**src/rtl/seg7_pkg.sv**
```systemverilog
// seg7_pkg: definitions shared by the seven-segment scanner and its glyph decoder.
//   GLYPH_*      4-bit codes for the named glyphs; GLYPH_BLANK lights nothing.
//   scan_state_t scan sequencer states: OFF (display idle), GUARD_S (all digits
//                dark at the start of a slot), SHOW (current digit lit).
package seg7_pkg;

  localparam logic [3:0] GLYPH_R     = 4'd0;
  localparam logic [3:0] GLYPH_P     = 4'd1;
  localparam logic [3:0] GLYPH_S     = 4'd2;
  localparam logic [3:0] GLYPH_BLANK = 4'd15;

  typedef enum logic [1:0] {
    OFF     = 2'd0,
    GUARD_S = 2'd1,
    SHOW    = 2'd2
  } scan_state_t;

endpackage

```
**src/rtl/seg7_glyph.sv**
```systemverilog
// seg7_glyph: combinational decoder from a 4-bit glyph code to a 7-bit segment
// pattern (active-high, bit 6 first as written in the table below).
//   i_code    : glyph code
//   o_pattern : segment pattern; codes 6..15 give all segments off
module seg7_glyph
  import seg7_pkg::*;
(
  input  logic [3:0] i_code,
  output logic [6:0] o_pattern
);

  always_comb begin
    o_pattern = 7'b0000000;
    case (i_code)
      GLYPH_R: o_pattern = 7'b1101101;
      GLYPH_P: o_pattern = 7'b0110011;
      GLYPH_S: o_pattern = 7'b1110011;
      4'd3:    o_pattern = 7'b1001111;
      4'd4:    o_pattern = 7'b1000000;
      4'd5:    o_pattern = 7'b0111111;
      default: o_pattern = 7'b0000000;
    endcase
  end

endmodule

```
**src/rtl/seg7_scan.sv**
```systemverilog
// seg7_scan: time-multiplexed seven-segment display driver.
// Each digit owns a slot of SCAN_DIV cycles: GUARD dark cycles to avoid ghosting,
// then the digit is lit. New codes are staged in a pending register and only
// committed at a frame boundary so a frame never shows a mix of old and new codes.
//   Clock, Resetn : clock and asynchronous active-low reset
//   enable        : 0 blanks the display and parks the scan at digit 0
//   codes         : 4-bit glyph code per digit, digit 0 in bits [3:0]
//   load_req      : stage codes into the pending register
//   load_ack      : one-cycle pulse when pending codes reach the display register
//   blink_en      : per-digit blink select
//   seg, an       : registered segment pattern and one-hot digit select,
//                   inverted when ACTIVE_LOW=1
module seg7_scan
  import seg7_pkg::*;
#(
  parameter int NUM_DIGITS = 4,
  parameter int SCAN_DIV   = 50000,
  parameter int GUARD      = 500,
  parameter int BLINK_DIV  = 12500000,
  parameter bit ACTIVE_LOW = 1'b1
) (
  input  logic                    Clock,
  input  logic                    Resetn,
  input  logic                    enable,
  input  logic [4*NUM_DIGITS-1:0] codes,
  input  logic                    load_req,
  output logic                    load_ack,
  input  logic [NUM_DIGITS-1:0]   blink_en,
  output logic [6:0]              seg,
  output logic [NUM_DIGITS-1:0]   an
);

  localparam int CNT_W = $clog2(SCAN_DIV);
  localparam int IDX_W = (NUM_DIGITS > 1) ? $clog2(NUM_DIGITS) : 1;
  localparam int BLK_W = $clog2(BLINK_DIV);

  localparam logic [CNT_W-1:0] CNT_LAST   = CNT_W'(SCAN_DIV - 1);
  localparam logic [CNT_W-1:0] GUARD_LAST = CNT_W'(GUARD - 1);
  localparam logic [IDX_W-1:0] IDX_LAST   = IDX_W'(NUM_DIGITS - 1);
  localparam logic [BLK_W-1:0] BLK_LAST   = BLK_W'(BLINK_DIV - 1);

  scan_state_t             r_state;
  scan_state_t             w_stateNext;
  logic [CNT_W-1:0]        r_cnt;
  logic [IDX_W-1:0]        r_idx;
  logic [BLK_W-1:0]        r_blinkCnt;
  logic                    r_blinkPhase;
  logic [4*NUM_DIGITS-1:0] r_disp;
  logic [4*NUM_DIGITS-1:0] r_pend;
  logic                    r_pendValid;
  logic                    r_ack;
  logic [6:0]              r_seg;
  logic [NUM_DIGITS-1:0]   r_an;

  logic                    w_slotEnd;
  logic                    w_frameStart;
  logic [4*NUM_DIGITS-1:0] w_pendNext;
  logic                    w_pendValidNext;
  logic                    w_commit;
  logic [3:0]              w_curCode;
  logic [6:0]              w_glyph;

  assign w_curCode = r_disp[{r_idx, 2'b00} +: 4];

  seg7_glyph u_glyph (
    .i_code    (w_curCode),
    .o_pattern (w_glyph)
  );

  // Next-state logic. A frame starts either on leaving OFF or when the last
  // digit's slot ends and the index wraps back to 0.
  always_comb begin
    w_stateNext  = r_state;
    w_slotEnd    = 1'b0;
    w_frameStart = 1'b0;
    if (!enable) begin
      w_stateNext = OFF;
    end else begin
      case (r_state)
        OFF: begin
          w_stateNext  = GUARD_S;
          w_frameStart = 1'b1;
        end
        GUARD_S: begin
          if (r_cnt == GUARD_LAST) w_stateNext = SHOW;
        end
        SHOW: begin
          if (r_cnt == CNT_LAST) begin
            w_stateNext  = GUARD_S;
            w_slotEnd    = 1'b1;
            w_frameStart = (r_idx == IDX_LAST);
          end
        end
        default: w_stateNext = OFF;
      endcase
    end
  end

  always_ff @(posedge Clock or negedge Resetn) begin
    if (!Resetn) r_state <= OFF;
    else         r_state <= w_stateNext;
  end

  // Slot counter runs across the whole slot (guard plus lit part); both it and
  // the digit index are held at 0 while the display is off.
  always_ff @(posedge Clock or negedge Resetn) begin
    if (!Resetn) begin
      r_cnt <= '0;
      r_idx <= '0;
    end else if (!enable || r_state == OFF) begin
      r_cnt <= '0;
      r_idx <= '0;
    end else if (w_slotEnd) begin
      r_cnt <= '0;
      r_idx <= (r_idx == IDX_LAST) ? '0 : r_idx + 1'b1;
    end else begin
      r_cnt <= r_cnt + 1'b1;
    end
  end

  // Blink phase free-runs from reset, independent of enable.
  always_ff @(posedge Clock or negedge Resetn) begin
    if (!Resetn) begin
      r_blinkCnt   <= '0;
      r_blinkPhase <= 1'b0;
    end else if (r_blinkCnt == BLK_LAST) begin
      r_blinkCnt   <= '0;
      r_blinkPhase <= ~r_blinkPhase;
    end else begin
      r_blinkCnt <= r_blinkCnt + 1'b1;
    end
  end

  // A request arriving on the commit cycle itself is merged in, so it is
  // committed at once instead of waiting a whole frame.
  assign w_pendNext      = load_req ? codes : r_pend;
  assign w_pendValidNext = load_req | r_pendValid;
  assign w_commit        = w_pendValidNext & (~enable | w_frameStart);

  always_ff @(posedge Clock or negedge Resetn) begin
    if (!Resetn) begin
      r_pend      <= {NUM_DIGITS{GLYPH_BLANK}};
      r_pendValid <= 1'b0;
      r_disp      <= {NUM_DIGITS{GLYPH_BLANK}};
      r_ack       <= 1'b0;
    end else begin
      r_pend      <= w_pendNext;
      r_pendValid <= w_pendValidNext & ~w_commit;
      r_ack       <= w_commit;
      if (w_commit) r_disp <= w_pendNext;
    end
  end

  // Output registers. enable is folded in so a falling enable darkens the
  // pins on the very next cycle rather than one cycle after OFF is reached.
  always_ff @(posedge Clock or negedge Resetn) begin
    if (!Resetn) begin
      r_seg <= '0;
      r_an  <= '0;
    end else begin
      r_seg <= '0;
      r_an  <= '0;
      if (enable && r_state == SHOW) begin
        r_an  <= NUM_DIGITS'(1) << r_idx;
        r_seg <= (r_blinkPhase && blink_en[r_idx]) ? 7'b0000000 : w_glyph;
      end
    end
  end

  assign load_ack = r_ack;
  assign seg      = ACTIVE_LOW ? ~r_seg : r_seg;
  assign an       = ACTIVE_LOW ? ~r_an : r_an;

endmodule

```
**config.mk**
```make
export PLATFORM = sky130hd
export DESIGN_NAME = seg7_scan
export DESIGN_NICKNAME = d
export VERILOG_FILES = /design/src/rtl/seg7_pkg.sv /design/src/rtl/seg7_glyph.sv /design/src/rtl/seg7_scan.sv
export SDC_FILE = /design/constraint.sdc
export NUM_CORES = 1
export LEC_CHECK = 0
export CAP_MARGIN = 20
export CORE_MARGIN = 5
export CORE_UTILIZATION = 52
export CTS_BUF_LIST = sky130_fd_sc_hd__clkbuf_16
export DETAILED_ROUTE_END_ITERATION = 8
export PLACE_DENSITY = 0.83
export SYNTH_ARGS = -nofsm -noshare
export SYNTH_HDL_FRONTEND = slang
export SYNTH_SLANG_ARGS = --single-unit
```
**constraint.sdc**
```tcl
create_clock -name Clock -period 3.2 [get_ports Clock]
set_input_delay 0.8 -clock Clock [delete_from_list [all_inputs] [get_ports Clock]]
set_output_delay 0.8 -clock Clock [all_outputs]
set_load 0.005 [all_outputs]
```
==> run_summary.xml, run 1 <==
<?xml version="1.0" encoding="UTF-8"?>
<metrics>
  <group name="route">
    <metric name="detailedRoute.firstPassIterationCount" unit="">4</metric>
    <metric name="drt_via_density" unit="">5.479</metric>
    <metric name="post_drt_wl_per_cell" unit="um">15.85</metric>
    <metric name="drc" unit="">0</metric>
    <metric name="initial_drt_markers" unit="">115</metric>
    <metric name="drt-total-wl" unit="um">8069</metric>
    <metric name="dr_total_vias" unit="">2789</metric>
    <metric name="antenna_left" unit="">0</metric>
  </group>
  <group name="global_routing">
    <metric name="grt_pass1_vias" unit="">2893</metric>
    <metric name="antenna_violations_before_repair" unit="">0</metric>
    <metric name="grt-ovfl-total" unit="">0</metric>
    <metric name="maximum_number_of_pins_on_one_net_before_global_route_repair" unit="">90</metric>
    <metric name="grt_pass1_wl" unit="um">13810</metric>
    <metric name="grt_usage" unit="%">17.24</metric>
  </group>
  <group name="worst_hold_path">
    <metric name="hold_path_class" unit="">input pin to async pin</metric>
  </group>
  <group name="sta">
    <metric name="grt_setup_unrepaired" unit="">false</metric>
    <metric name="worst_slew_margin_rel" unit="%">62.42</metric>
    <metric name="fin_worst_skew" unit="ns">0.007279</metric>
    <metric name="drv_slew" unit="">0</metric>
    <metric name="setup_viol" unit="">0</metric>
    <metric name="period_minus_slack" unit="ns">2.281</metric>
    <metric name="tightestPinTransition" unit="ns">0.5625</metric>
    <metric name="crit_share_post_route" unit="%">71.28</metric>
    <metric name="timing.final.hold_violations" unit="">0</metric>
    <metric name="postLayoutSetupSlackWorst" unit="ns">0.9189</metric>
    <metric name="max_clock_freq" unit="MHz">438.4</metric>
    <metric name="fin_tns_setup" unit="ns">0</metric>
  </group>
  <group name="yosys">
    <metric name="number_of_synthesized_flops_with_an_enable_pin" unit="">0</metric>
    <metric name="dominant_cell_by_count_in_the_synthesized_netlist" unit="">dfrtp_1</metric>
    <metric name="syn_avg_cell_area" unit="um^2">11.47</metric>
    <metric name="yosys.cell_types.count" unit="">46</metric>
    <metric name="post-synth-top-area-cell" unit="">dfrtp_1</metric>
    <metric name="synth_cells" unit="">365</metric>
    <metric name="netlist_top_cells_count" unit="">dfrtp_1, dfstp_2, mux2_2</metric>
    <metric name="yosys_warnings" unit="">0</metric>
    <metric name="synth_seq_cells" unit="">89</metric>
    <metric name="yosysSeqAreaShare" unit="%">54.17</metric>
    <metric name="synth.top_cells.by_area" unit="">dfrtp_1, dfstp_2, mux2_2, xor2_1, mux4_2</metric>
    <metric name="synth_area" unit="um^2">4185</metric>
    <metric name="async_reset_ff_share" unit="%">100.0</metric>
    <metric name="synth_nets" unit="">395</metric>
    <metric name="synth_top_cell_area_share" unit="%">34.08</metric>
    <metric name="ys.flop_type" unit="">dfrtp_1</metric>
  </group>
  <group name="power">
    <metric name="report.power.total" unit="mW">2.422</metric>
    <metric name="power.leakage" unit="nW">1.984</metric>
    <metric name="power_per_cell_area" unit="nW/um^2">493.8</metric>
    <metric name="ir_worst_vdd" unit="mV">0.2313</metric>
  </group>
  <group name="cells_and_area">
    <metric name="ff_latch_area" unit="um^2">2267</metric>
    <metric name="combined_area_of_the_multi_input_logic_cells" unit="um^2">1769</metric>
    <metric name="post_layout_inst_area" unit="um^2">4906</metric>
    <metric name="drive_above_1_share" unit="%">23.10</metric>
    <metric name="postLayoutCoreUtil" unit="%">63.16</metric>
    <metric name="layout-area-overhead-vs-synth" unit="%">17.22</metric>
    <metric name="n_antenna_cell" unit="">0</metric>
    <metric name="num-fill-cells" unit="">598</metric>
    <metric name="finalNetCount" unit="">432</metric>
  </group>
  <group name="clock_network">
    <metric name="cts_htree_levels" unit="">3</metric>
    <metric name="clk_latency" unit="ns">0.33</metric>
    <metric name="cts_tree" unit="">built</metric>
    <metric name="cts_hold_buf" unit="">0</metric>
    <metric name="clk_root_buffer_cell" unit="">clkbuf_16</metric>
    <metric name="clock-sinks" unit="">89</metric>
    <metric name="ctsResizeCount" unit="">0</metric>
    <metric name="cts.path.max_buffers" unit="">2</metric>
    <metric name="tritoncts.num_buffers" unit="">9</metric>
    <metric name="cts.repair_timing.setup_buffer_count" unit="">0</metric>
    <metric name="clkSlewWorstSetupHoldPaths" unit="ns">0.07</metric>
  </group>
  <group name="outcome">
    <metric name="run_status" unit="">completed</metric>
  </group>
  <group name="critical_path">
    <metric name="endpoint_kind" unit="">flop</metric>
    <metric name="critical-path-top-delay-family" unit="">compound AO/OA/AOI/OAI gates</metric>
    <metric name="setup.worst_path.start_class" unit="">input pin</metric>
    <metric name="worstPathArrival" unit="ns">2.54</metric>
    <metric name="max_stage_delay" unit="ns">0.50</metric>
    <metric name="slowest_cell_on_crit_path" unit="">a21oi_4</metric>
    <metric name="crit_chain" unit="">clkdlybuf4s50_1 -&gt; nor2_1 -&gt; nor3_1 -&gt; a21oi_4 -&gt; mux2_2</metric>
    <metric name="timing.critical_path.buf_inv" unit="">1</metric>
    <metric name="worstSetupPathType" unit="">input pin to flop</metric>
    <metric name="timing.critical_path.fanout_max" unit="">17</metric>
    <metric name="worst_ep_required_time" unit="ns">3.46</metric>
  </group>
  <group name="floorplanning">
    <metric name="die-height" unit="um">99.72</metric>
    <metric name="core.rowCount" unit="">32</metric>
    <metric name="width_of_the_die" unit="um">99.72</metric>
    <metric name="floorplan.die_area" unit="um^2">9943</metric>
    <metric name="floorplan.io_pins" unit="">36</metric>
    <metric name="design.core.area" unit="um^2">7767</metric>
    <metric name="initial_core_util" unit="%">53.88</metric>
  </group>
  <group name="placed_design">
    <metric name="globalplace.congestion" unit="">0.8497</metric>
    <metric name="preCtsSetupSlack" unit="ns">0.6329</metric>
    <metric name="place.port_buffers" unit="">35</metric>
    <metric name="hpwl" unit="um">5539</metric>
    <metric name="placed_instance_area" unit="um^2">4633</metric>
  </group>
  <group name="flow_run">
    <metric name="drv.max_cap_violation_count" unit="">0</metric>
  </group>
</metrics>
[cell usage in the layout (no fill, tap or decap), types with 4 or more instances in the layout]
cell             Yosys  final
xnor2_1             12     12
dfrtp_1             57     57
o21a_1               4      4
nor3_1               5      5
xor2_1              13     13
clkbuf_16            0      9
clkdlybuf4s50_1      0     34
dfstp_2             32     32
a21oi_1             14     14
nor4_1               5      5
nand3_1             10     10
buf_4                2      4
inv_1               21     22
mux4_2               5      5
ha_1                 6      6
nor2_1              27     27
and4_1               7      7
or3_1               11     11
o21ai_0             15     15
mux2_2              32     32
nand2_1             19     19
and2_1               9      9
nand4_1             15     15
or4_1                4      4
and3_1               4      4
[cell type report]
cell class | instances | area share [%]
timing repair buffer | 39 | 7.957
sequential | 89 | 46.21
clock buffer | 9 | 4.591
inverter | 21 | 1.607
multi-input combinational | 242 | 36.06
tap | 102 | 2.601
clock inverter | 7 | 0.9691
[final timing paths]
path	to	start	slack, ns	cells past startpoint
hold reg to reg	r_blinkCnt[23]$_DFF_PN0_	r_blinkCnt[23]$_DFF_PN0_	0.48	1
min in group Clock	r_blinkCnt[23]$_DFF_PN0_	r_blinkCnt[23]$_DFF_PN0_	0.48	1
hold / removal	r_blinkCnt[5]$_DFF_PN0_	Resetn	0.48	2
max in group asynchronous	r_pend[0]$_DFF_PN1_	Resetn	2.31	2
setup reg to reg	r_disp[10]$_DFFE_PN1P_	r_cnt[0]$_DFF_PN0_	1.08	5
setup / recovery	r_disp[10]$_DFFE_PN1P_	load_req	0.92	5
[kinds of logic (layout without fill, tap and decap cells)]
kind of cell,Yosys count,in the layout,share of synthesized area [%]
compound gates,40,40,5.591
buf+inv,34,76,3.557
xor+xnor,25,25,5.232
simple gates,132,132,17.88
flops,89,89,54.17
fa+ha+maj,6,6,1.794
mux,39,39,11.78
[through the flow]
| step | hold slack [ns] | instances |
|---|---|---|
| after floorplan | 0.4415 | 365 |
| after global placement | 0.4598 | 493 |
| after detailed placement | 0.4607 | 493 |
| after CTS | 0.4855 | 509 |
| after global routing | 0.5020 | 509 |
| final | 0.4791 | 509 |
[per-layer routing]
layer / share of wire, % / GRT usage [%]
met5: 0 / 0
met4: 1.4 / 7.773
met3: 2.7 / 2.805
met2: 51 / 28.17
met1: 45 / 22.54
[registers in the layout, indices dropped and copies added, names as in the netlist]
signal / flops
r_pendValid: 1
r_idx: 2
r_state: 2
r_seg: 6
r_blinkPhase: 1
r_blinkCnt: 24
r_an: 4
r_pend: 16
load_ack: 1
r_disp: 16
r_cnt: 16
[power breakdown]
group	switching, mW	internal [mW]	total [mW]
clock network	0.434	0.524	0.959
logic	0.0926	0.111	0.203
registers	0.0299	1.23	1.26
No activity file was read; power rests on OpenSTA's default activity.
==> run 2: changes to the inputs <==
--- a/config.mk
+++ b/config.mk
@@ -10,7 +10,7 @@
 export CORE_UTILIZATION = 52
 export CTS_BUF_LIST = sky130_fd_sc_hd__clkbuf_16
 export DETAILED_ROUTE_END_ITERATION = 8
-export PLACE_DENSITY = 0.83
+export PLACE_DENSITY = 0.86
 export SYNTH_ARGS = -nofsm -noshare
 export SYNTH_HDL_FRONTEND = slang
 export SYNTH_SLANG_ARGS = --single-unit
==> constraint.sdc (replaced) <==
create_clock -name Clock -period 2.05 [get_ports Clock]
set_input_delay 0.5125 -clock Clock [delete_from_list [all_inputs] [get_ports Clock]]
set_output_delay 0.5125 -clock Clock [all_outputs]
set_load 0.005 [all_outputs]
==> run 2 against run 1 <==
  * Hold slack worse by 0.33 ns
  * Register-to-register slack worse by 0.92 ns
  * Flip-flop and latch count did not move
  * Critical path depth down 1
  * Non-clock buffer count increased by 8
  * Clock power rose by 53%
  * Via count increased by 3.9%
  * Sequential share of layout area shrank 0.66 points
  * Power rose by 56%
  * Critical endpoint is now r_idx[0]$_DFFE_PN0P_
  * Largest power group unchanged
==> run_summary.xml, run 2 (synthesis gave the netlist of run 1 again) <==
<?xml version="1.0" encoding="UTF-8"?>
<metrics>
  <group name="global_routing">
    <metric name="grt_pass1_vias" unit="">3124</metric>
    <metric name="maximum_number_of_pins_on_one_net_before_global_route_repair" unit="">39</metric>
    <metric name="grt-ovfl-total" unit="">0</metric>
    <metric name="grt_usage" unit="%">18.76</metric>
    <metric name="grt_pass1_wl" unit="um">14800</metric>
    <metric name="antenna_violations_before_repair" unit="">0</metric>
  </group>
  <group name="critical_path">
    <metric name="endpoint_kind" unit="">flop</metric>
    <metric name="endpoint" unit="">r_idx[0]$_DFFE_PN0P_</metric>
    <metric name="worstPathArrival" unit="ns">2.14</metric>
    <metric name="setup.worst_path.start_class" unit="">flop</metric>
    <metric name="critical-path-top-delay-family" unit="">simple AND/OR/NAND/NOR gates</metric>
    <metric name="worst-path-stages" unit="">4</metric>
    <metric name="worst_ep_required_time" unit="ns">2.29</metric>
    <metric name="worstSetupPathType" unit="">flop to flop</metric>
    <metric name="timing.critical_path.fanout_max" unit="">7</metric>
    <metric name="worstSetupStartpoint" unit="">r_cnt[12]$_DFF_PN0_</metric>
    <metric name="max_stage_delay" unit="ns">0.55</metric>
    <metric name="worst_r2r_path_depth" unit="">4</metric>
    <metric name="timing.critical_path.buf_inv" unit="">0</metric>
    <metric name="setup.reg_to_reg.worst_slack" unit="ns">0.16</metric>
    <metric name="crit_chain" unit="">nor4_2 -&gt; nand4_1 -&gt; or4_1 -&gt; a21oi_1</metric>
    <metric name="r2r_end" unit="">r_idx[0]$_DFFE_PN0P_</metric>
    <metric name="slowest_cell_on_crit_path" unit="">or4_1</metric>
    <metric name="timing.rr.start" unit="">r_cnt[12]$_DFF_PN0_</metric>
  </group>
  <group name="route">
    <metric name="drt_via_density" unit="">5.603</metric>
    <metric name="post_drt_wl_per_cell" unit="um">16.56</metric>
    <metric name="drc" unit="">0</metric>
    <metric name="initial_drt_markers" unit="">155</metric>
    <metric name="drt-total-wl" unit="um">8561</metric>
    <metric name="detailedRoute.firstPassIterationCount" unit="">4</metric>
    <metric name="dr_total_vias" unit="">2897</metric>
    <metric name="antenna_left" unit="">0</metric>
  </group>
  <group name="clock_network">
    <metric name="clk_root_buffer_cell" unit="">clkbuf_16</metric>
    <metric name="cts_tree" unit="">built</metric>
    <metric name="clock-sinks" unit="">89</metric>
    <metric name="cts_hold_buf" unit="">0</metric>
    <metric name="clkSlewWorstSetupHoldPaths" unit="ns">0.06</metric>
    <metric name="cts.path.max_buffers" unit="">2</metric>
    <metric name="clk_latency" unit="ns">0.33</metric>
    <metric name="cts_htree_levels" unit="">3</metric>
    <metric name="cts.repair_timing.setup_buffer_count" unit="">0</metric>
    <metric name="tritoncts.num_buffers" unit="">9</metric>
    <metric name="ctsResizeCount" unit="">0</metric>
  </group>
  <group name="sta">
    <metric name="crit_share_post_route" unit="%">92.32</metric>
    <metric name="postLayoutSetupSlackWorst" unit="ns">0.1574</metric>
    <metric name="fin_worst_skew" unit="ns">0.007675</metric>
    <metric name="setup_viol" unit="">0</metric>
    <metric name="timing.final.hold_violations" unit="">0</metric>
    <metric name="fin_tns_setup" unit="ns">0</metric>
    <metric name="drv_slew" unit="">0</metric>
    <metric name="fin_worst_hold_slack" unit="ns">0.1460</metric>
    <metric name="worst_slew_margin_rel" unit="%">59.55</metric>
    <metric name="grt_setup_unrepaired" unit="">false</metric>
    <metric name="period_minus_slack" unit="ns">1.893</metric>
    <metric name="max_clock_freq" unit="MHz">528.4</metric>
    <metric name="tightestPinTransition" unit="ns">0.6012</metric>
  </group>
  <group name="power">
    <metric name="ir_worst_vdd" unit="mV">0.3770</metric>
    <metric name="power_per_cell_area" unit="nW/um^2">758.5</metric>
    <metric name="report.power.total" unit="mW">3.777</metric>
    <metric name="power.leakage" unit="nW">2.042</metric>
  </group>
  <group name="worst_hold_path">
    <metric name="hold_path_class" unit="">input pin to async pin</metric>
  </group>
  <group name="cells_and_area">
    <metric name="leading_cell_type_in_the_layout_fill_and_taps_excluded" unit="">dfrtp_1</metric>
    <metric name="registers.top_by_ff_count" unit="">r_blinkCnt</metric>
    <metric name="drive_above_1_share" unit="%">24.82</metric>
    <metric name="finalNetCount" unit="">440</metric>
    <metric name="n_antenna_cell" unit="">0</metric>
    <metric name="postLayoutCoreUtil" unit="%">64.11</metric>
    <metric name="layout-area-overhead-vs-synth" unit="%">18.98</metric>
    <metric name="num-fill-cells" unit="">550</metric>
    <metric name="largest_register_ffs" unit="">24</metric>
    <metric name="final_cell_mix" unit="">dfrtp_1, clkdlybuf4s50_1, mux2_2, dfstp_2, nor2_1</metric>
  </group>
  <group name="floorplanning">
    <metric name="floorplan.io_pins" unit="">36</metric>
    <metric name="design.core.area" unit="um^2">7767</metric>
    <metric name="initial_core_util" unit="%">53.88</metric>
    <metric name="floorplan.die_area" unit="um^2">9943</metric>
    <metric name="core.rowCount" unit="">32</metric>
    <metric name="die-height" unit="um">99.72</metric>
    <metric name="width_of_the_die" unit="um">99.72</metric>
  </group>
  <group name="placed_design">
    <metric name="hpwl" unit="um">5878</metric>
    <metric name="globalplace.congestion" unit="">0.8283</metric>
    <metric name="place.port_buffers" unit="">35</metric>
    <metric name="preCtsSetupSlack" unit="ns">-0.1040</metric>
  </group>
  <group name="outcome">
    <metric name="run_status" unit="">completed</metric>
  </group>
  <group name="flow_run">
    <metric name="drv.max_cap_violation_count" unit="">0</metric>
  </group>
</metrics>
## run 2: area by class of cell
type / count / area [um^2] / area share (%)
clock buffer: 9 / 225.2 / 4.523
tap: 102 / 127.6 / 2.563
inverter: 21 / 78.83 / 1.583
clock inverter: 7 / 41.29 / 0.8291
multi-input combinational: 242 / 1775 / 35.65
sequential: 89 / 2268 / 45.55
timing repair buffer: 47 / 462.9 / 9.296
## run 2: through the flow
step                      area, um^2  std cells
after floorplan                 4185        365
after global placement          4706        501
after detailed placement        4706        501
after CTS                       4972        517
after global routing            4980        517
final                           4980        517
## run 2: how the worst min path moves through the flow
| stage | cells past startpoint | slack, ns | startpoint | end |
|---|---|---|---|---|
| after global placement | 1 | 0.46 | r_blinkPhase$_DFFE_PN0N_ | r_blinkPhase$_DFFE_PN0N_ |
| after CTS | 1 | 0.16 | Resetn | r_blinkCnt[6]$_DFF_PN0_ |
| after global routing | 1 | 0.18 | Resetn | r_blinkCnt[6]$_DFF_PN0_ |
| after floorplan | 0 | 0.22 | Resetn | load_ack$_DFF_PN0_ |
| after detailed placement | 1 | 0.47 | r_blinkPhase$_DFFE_PN0N_ | r_blinkPhase$_DFFE_PN0N_ |
| final | 1 | 0.15 | Resetn | r_blinkCnt[6]$_DFF_PN0_ |
## run 2: routing by layer
metal,global-route usage [%],part of all wire [%],up-vias
met3,2.805,3.4,18
met5,0,0,-
met4,9.244,2.4,0
li1,-,-,1387
met1,24.26,44,1426
met2,30.79,50,66
## run 2: worst reg2reg max path: stages, from the launching register on
cell and delay, ns:
dfrtp_1 0.42, nor4_2 0.38, nand4_1 0.30, or4_1 0.55
a21oi_1 0.16
## run 2: power breakdown
group | switching, mW | internal (mW)
clock | 0.664 | 0.810
sequential | 0.0502 | 1.92
combinational | 0.149 | 0.183
==> run 3: changes to the inputs <==
--- a/config.mk
+++ b/config.mk
@@ -10,7 +10,9 @@
 export CORE_UTILIZATION = 52
 export CTS_BUF_LIST = sky130_fd_sc_hd__clkbuf_16
 export DETAILED_ROUTE_END_ITERATION = 8
+export GPL_ROUTABILITY_DRIVEN = 0
 export PLACE_DENSITY = 0.86
+export RECOVER_POWER = 100
 export SYNTH_ARGS = -nofsm -noshare
 export SYNTH_HDL_FRONTEND = slang
 export SYNTH_SLANG_ARGS = --single-unit
==> run 3 against run 2 <==
  * Wire length about the same
  * Non-clock buffer count unchanged
  * Combinational power decreased by 2%
  * Core utilization decreased by 0.29 points
  * Power decreased by 0.24%
  * Clock skew about the same
  * Sequential power about the same
  * Hold slack improved by 0.19 ns
  * Final cell count unchanged
  * Critical path depth unchanged
  * Critical endpoint unchanged
  * Largest cell class unchanged
==> run_summary.xml, run 3 (synthesis gave the netlist of run 1 again) <==
<?xml version="1.0" encoding="UTF-8"?>
<metrics>
  <group name="critical_path">
    <metric name="timing.critical_path.fanout_max" unit="">7</metric>
    <metric name="timing.rr.start" unit="">r_cnt[7]$_DFF_PN0_</metric>
    <metric name="critical-path-top-delay-family" unit="">simple AND/OR/NAND/NOR gates</metric>
    <metric name="setup.reg_to_reg.worst_slack" unit="ns">0.16</metric>
    <metric name="worst-path-stages" unit="">4</metric>
    <metric name="r2r_end" unit="">r_idx[0]$_DFFE_PN0P_</metric>
    <metric name="crit_chain" unit="">nor3_1 -&gt; nand4_1 -&gt; or4_1 -&gt; a21oi_1</metric>
    <metric name="setup.worst_path.start_class" unit="">flop</metric>
    <metric name="timing.critical_path.buf_inv" unit="">0</metric>
    <metric name="worstSetupStartpoint" unit="">r_cnt[7]$_DFF_PN0_</metric>
    <metric name="endpoint_kind" unit="">flop</metric>
    <metric name="endpoint" unit="">r_idx[0]$_DFFE_PN0P_</metric>
    <metric name="worstPathArrival" unit="ns">2.13</metric>
    <metric name="max_stage_delay" unit="ns">0.55</metric>
    <metric name="slowest_cell_on_crit_path" unit="">or4_1</metric>
    <metric name="worst_r2r_path_depth" unit="">4</metric>
    <metric name="worst_ep_required_time" unit="ns">2.30</metric>
    <metric name="worstSetupPathType" unit="">flop to flop</metric>
  </group>
  <group name="cells_and_area">
    <metric name="n_antenna_cell" unit="">0</metric>
    <metric name="post_layout_inst_area" unit="um^2">4957</metric>
    <metric name="layout-area-overhead-vs-synth" unit="%">18.45</metric>
    <metric name="finalNetCount" unit="">440</metric>
    <metric name="registers.top_by_ff_count" unit="">r_blinkCnt</metric>
    <metric name="leading_cell_type_in_the_layout_fill_and_taps_excluded" unit="">dfrtp_1</metric>
    <metric name="largest_register_ffs" unit="">24</metric>
    <metric name="final_cell_mix" unit="">dfrtp_1, dfstp_2, nor2_1</metric>
    <metric name="fin_cells" unit="">517</metric>
    <metric name="drive_above_1_share" unit="%">21.20</metric>
  </group>
  <group name="route">
    <metric name="antenna_left" unit="">0</metric>
    <metric name="detailedRoute.firstPassIterationCount" unit="">4</metric>
    <metric name="post_drt_wl_per_cell" unit="um">16.57</metric>
    <metric name="drt_via_density" unit="">5.598</metric>
    <metric name="drt-total-wl" unit="um">8567</metric>
    <metric name="drc" unit="">0</metric>
    <metric name="dr_total_vias" unit="">2894</metric>
    <metric name="initial_drt_markers" unit="">173</metric>
  </group>
  <group name="clock_network">
    <metric name="ctsResizeCount" unit="">0</metric>
    <metric name="clk_root_buffer_cell" unit="">clkbuf_16</metric>
    <metric name="cts.path.max_buffers" unit="">2</metric>
    <metric name="cts_hold_buf" unit="">0</metric>
    <metric name="cts_htree_levels" unit="">3</metric>
    <metric name="cts_tree" unit="">built</metric>
    <metric name="clk_latency" unit="ns">0.33</metric>
    <metric name="tritoncts.num_buffers" unit="">9</metric>
    <metric name="clkSlewWorstSetupHoldPaths" unit="ns">0.06</metric>
    <metric name="cts.repair_timing.setup_buffer_count" unit="">0</metric>
    <metric name="clock-sinks" unit="">89</metric>
  </group>
  <group name="sta">
    <metric name="timing.final.hold_violations" unit="">0</metric>
    <metric name="fin_worst_skew" unit="ns">0.007828</metric>
    <metric name="max_clock_freq" unit="MHz">530.0</metric>
    <metric name="period_minus_slack" unit="ns">1.887</metric>
    <metric name="setup_viol" unit="">0</metric>
    <metric name="grt_setup_unrepaired" unit="">false</metric>
    <metric name="drv_slew" unit="">0</metric>
    <metric name="crit_share_post_route" unit="%">92.04</metric>
    <metric name="worst_slew_margin_rel" unit="%">34.07</metric>
    <metric name="tightestPinTransition" unit="ns">0.9890</metric>
  </group>
  <group name="placed_design">
    <metric name="placed_instance_area" unit="um^2">4706</metric>
    <metric name="place.port_buffers" unit="">35</metric>
    <metric name="numPlacedInstances" unit="">501</metric>
    <metric name="hpwl" unit="um">5878</metric>
  </group>
  <group name="global_routing">
    <metric name="grt_pass1_wl" unit="um">14800</metric>
    <metric name="antenna_violations_before_repair" unit="">0</metric>
    <metric name="grt-ovfl-total" unit="">0</metric>
    <metric name="grt_pass1_vias" unit="">3124</metric>
    <metric name="maximum_number_of_pins_on_one_net_before_global_route_repair" unit="">39</metric>
    <metric name="grt_usage" unit="%">18.76</metric>
  </group>
  <group name="power">
    <metric name="power.leakage" unit="nW">1.976</metric>
    <metric name="power_per_cell_area" unit="nW/um^2">760.1</metric>
    <metric name="ir_worst_vdd" unit="mV">0.3765</metric>
  </group>
  <group name="flow_run">
    <metric name="drv.max_cap_violation_count" unit="">0</metric>
  </group>
  <group name="outcome">
    <metric name="run_status" unit="">completed</metric>
  </group>
  <group name="worst_hold_path">
    <metric name="hold_path_class" unit="">input pin to async pin</metric>
  </group>
  <group name="floorplanning">
    <metric name="core.rowCount" unit="">32</metric>
    <metric name="design.core.area" unit="um^2">7767</metric>
    <metric name="initial_core_util" unit="%">53.88</metric>
    <metric name="floorplan.io_pins" unit="">36</metric>
    <metric name="die-height" unit="um">99.72</metric>
    <metric name="width_of_the_die" unit="um">99.72</metric>
    <metric name="floorplan.die_area" unit="um^2">9943</metric>
  </group>
</metrics>
## run 3: cell types whose count changed in the layout (fill, tap and decap cells not counted), moves of 2 or more
| cell | delta |
|---|---|
| and2_0 | +2 |
| dlygate4sd3_1 | +14 |
| mux2_2 | -11 |
| and2_1 | -2 |
| buf_4 | -5 |
| clkbuf_2 | +2 |
| clkbuf_1 | +3 |
| mux2_1 | +11 |
| clkdlybuf4s50_1 | -14 |
## run 3: routing by layer
layer / part of all wire, % / track usage, % / wire length (um) / vias to the layer above
met5: 0 / 0 / 0 / -
met4: 2.5 / 9.244 / 215 / 0
met3: 3.4 / 2.805 / 292 / 20
met2: 50 / 30.79 / 4294 / 72
met1: 44 / 24.26 / 3764 / 1417
li1: - / - / - / 1385
## run 3: worst reg2reg max path: stages (launching register included)
cell	delay [ns]
dfrtp_1	0.45
nor3_1	0.34
nand4_1	0.30
or4_1	0.55
a21oi_1	0.16
## run 3: through the flow
| step | utilization (%) | hold WS [ns] | setup slack (ns) | total power, mW | TNS [ns] |
|---|---|---|---|---|---|
| 2_1_floorplan | - | 0.2169 | 0.1358 | 2.174 | 0 |
| 3_3_place_gp | 60.58 | 0.4578 | -0.01518 | 2.302 | -0.2303 |
| 3_5_place_dp | 60.58 | 0.4652 | -0.1040 | 2.326 | -1.523 |
| 4_1_cts | 64.01 | 0.1615 | 0.03782 | 3.798 | 0 |
| 5_1_grt | 63.82 | 0.4111 | 0.02628 | 3.906 | 0 |
| 6_report | 63.82 | 0.3333 | 0.1632 | 3.768 | 0 |
## run 3: worst min-delay path by stage
stage | startpoint | to | slack, ns | cells after the start
after global placement | r_blinkPhase$_DFFE_PN0N_ | r_blinkPhase$_DFFE_PN0N_ | 0.46 | 1
after detailed placement | r_blinkPhase$_DFFE_PN0N_ | r_blinkPhase$_DFFE_PN0N_ | 0.47 | 1
after floorplan | Resetn | load_ack$_DFF_PN0_ | 0.22 | 0
final | Resetn | r_blinkCnt[6]$_DFF_PN0_ | 0.33 | 1
after global routing | Resetn | r_blinkCnt[6]$_DFF_PN0_ | 0.41 | 1
after CTS | Resetn | r_blinkCnt[6]$_DFF_PN0_ | 0.16 | 1
## run 3: cell type report
| class | count | area [um^2] |
|---|---|---|
| clock buffer | 9 | 225.2 |
| clock inverter | 7 | 41.29 |
| fill | 558 | 2810 |
| inverter | 21 | 78.83 |
| multi-input combinational | 242 | 1769 |
| sequential | 89 | 2268 |
| tap | 102 | 127.6 |
| timing repair buffer | 47 | 446.7 |
## run 3: report_power, final
part / total, mW / internal [mW] / switching [mW]
Sequential: 1.97 / 1.92 / 0.0502
Combinational: 0.323 / 0.173 / 0.150
Clock: 1.47 / 0.810 / 0.664
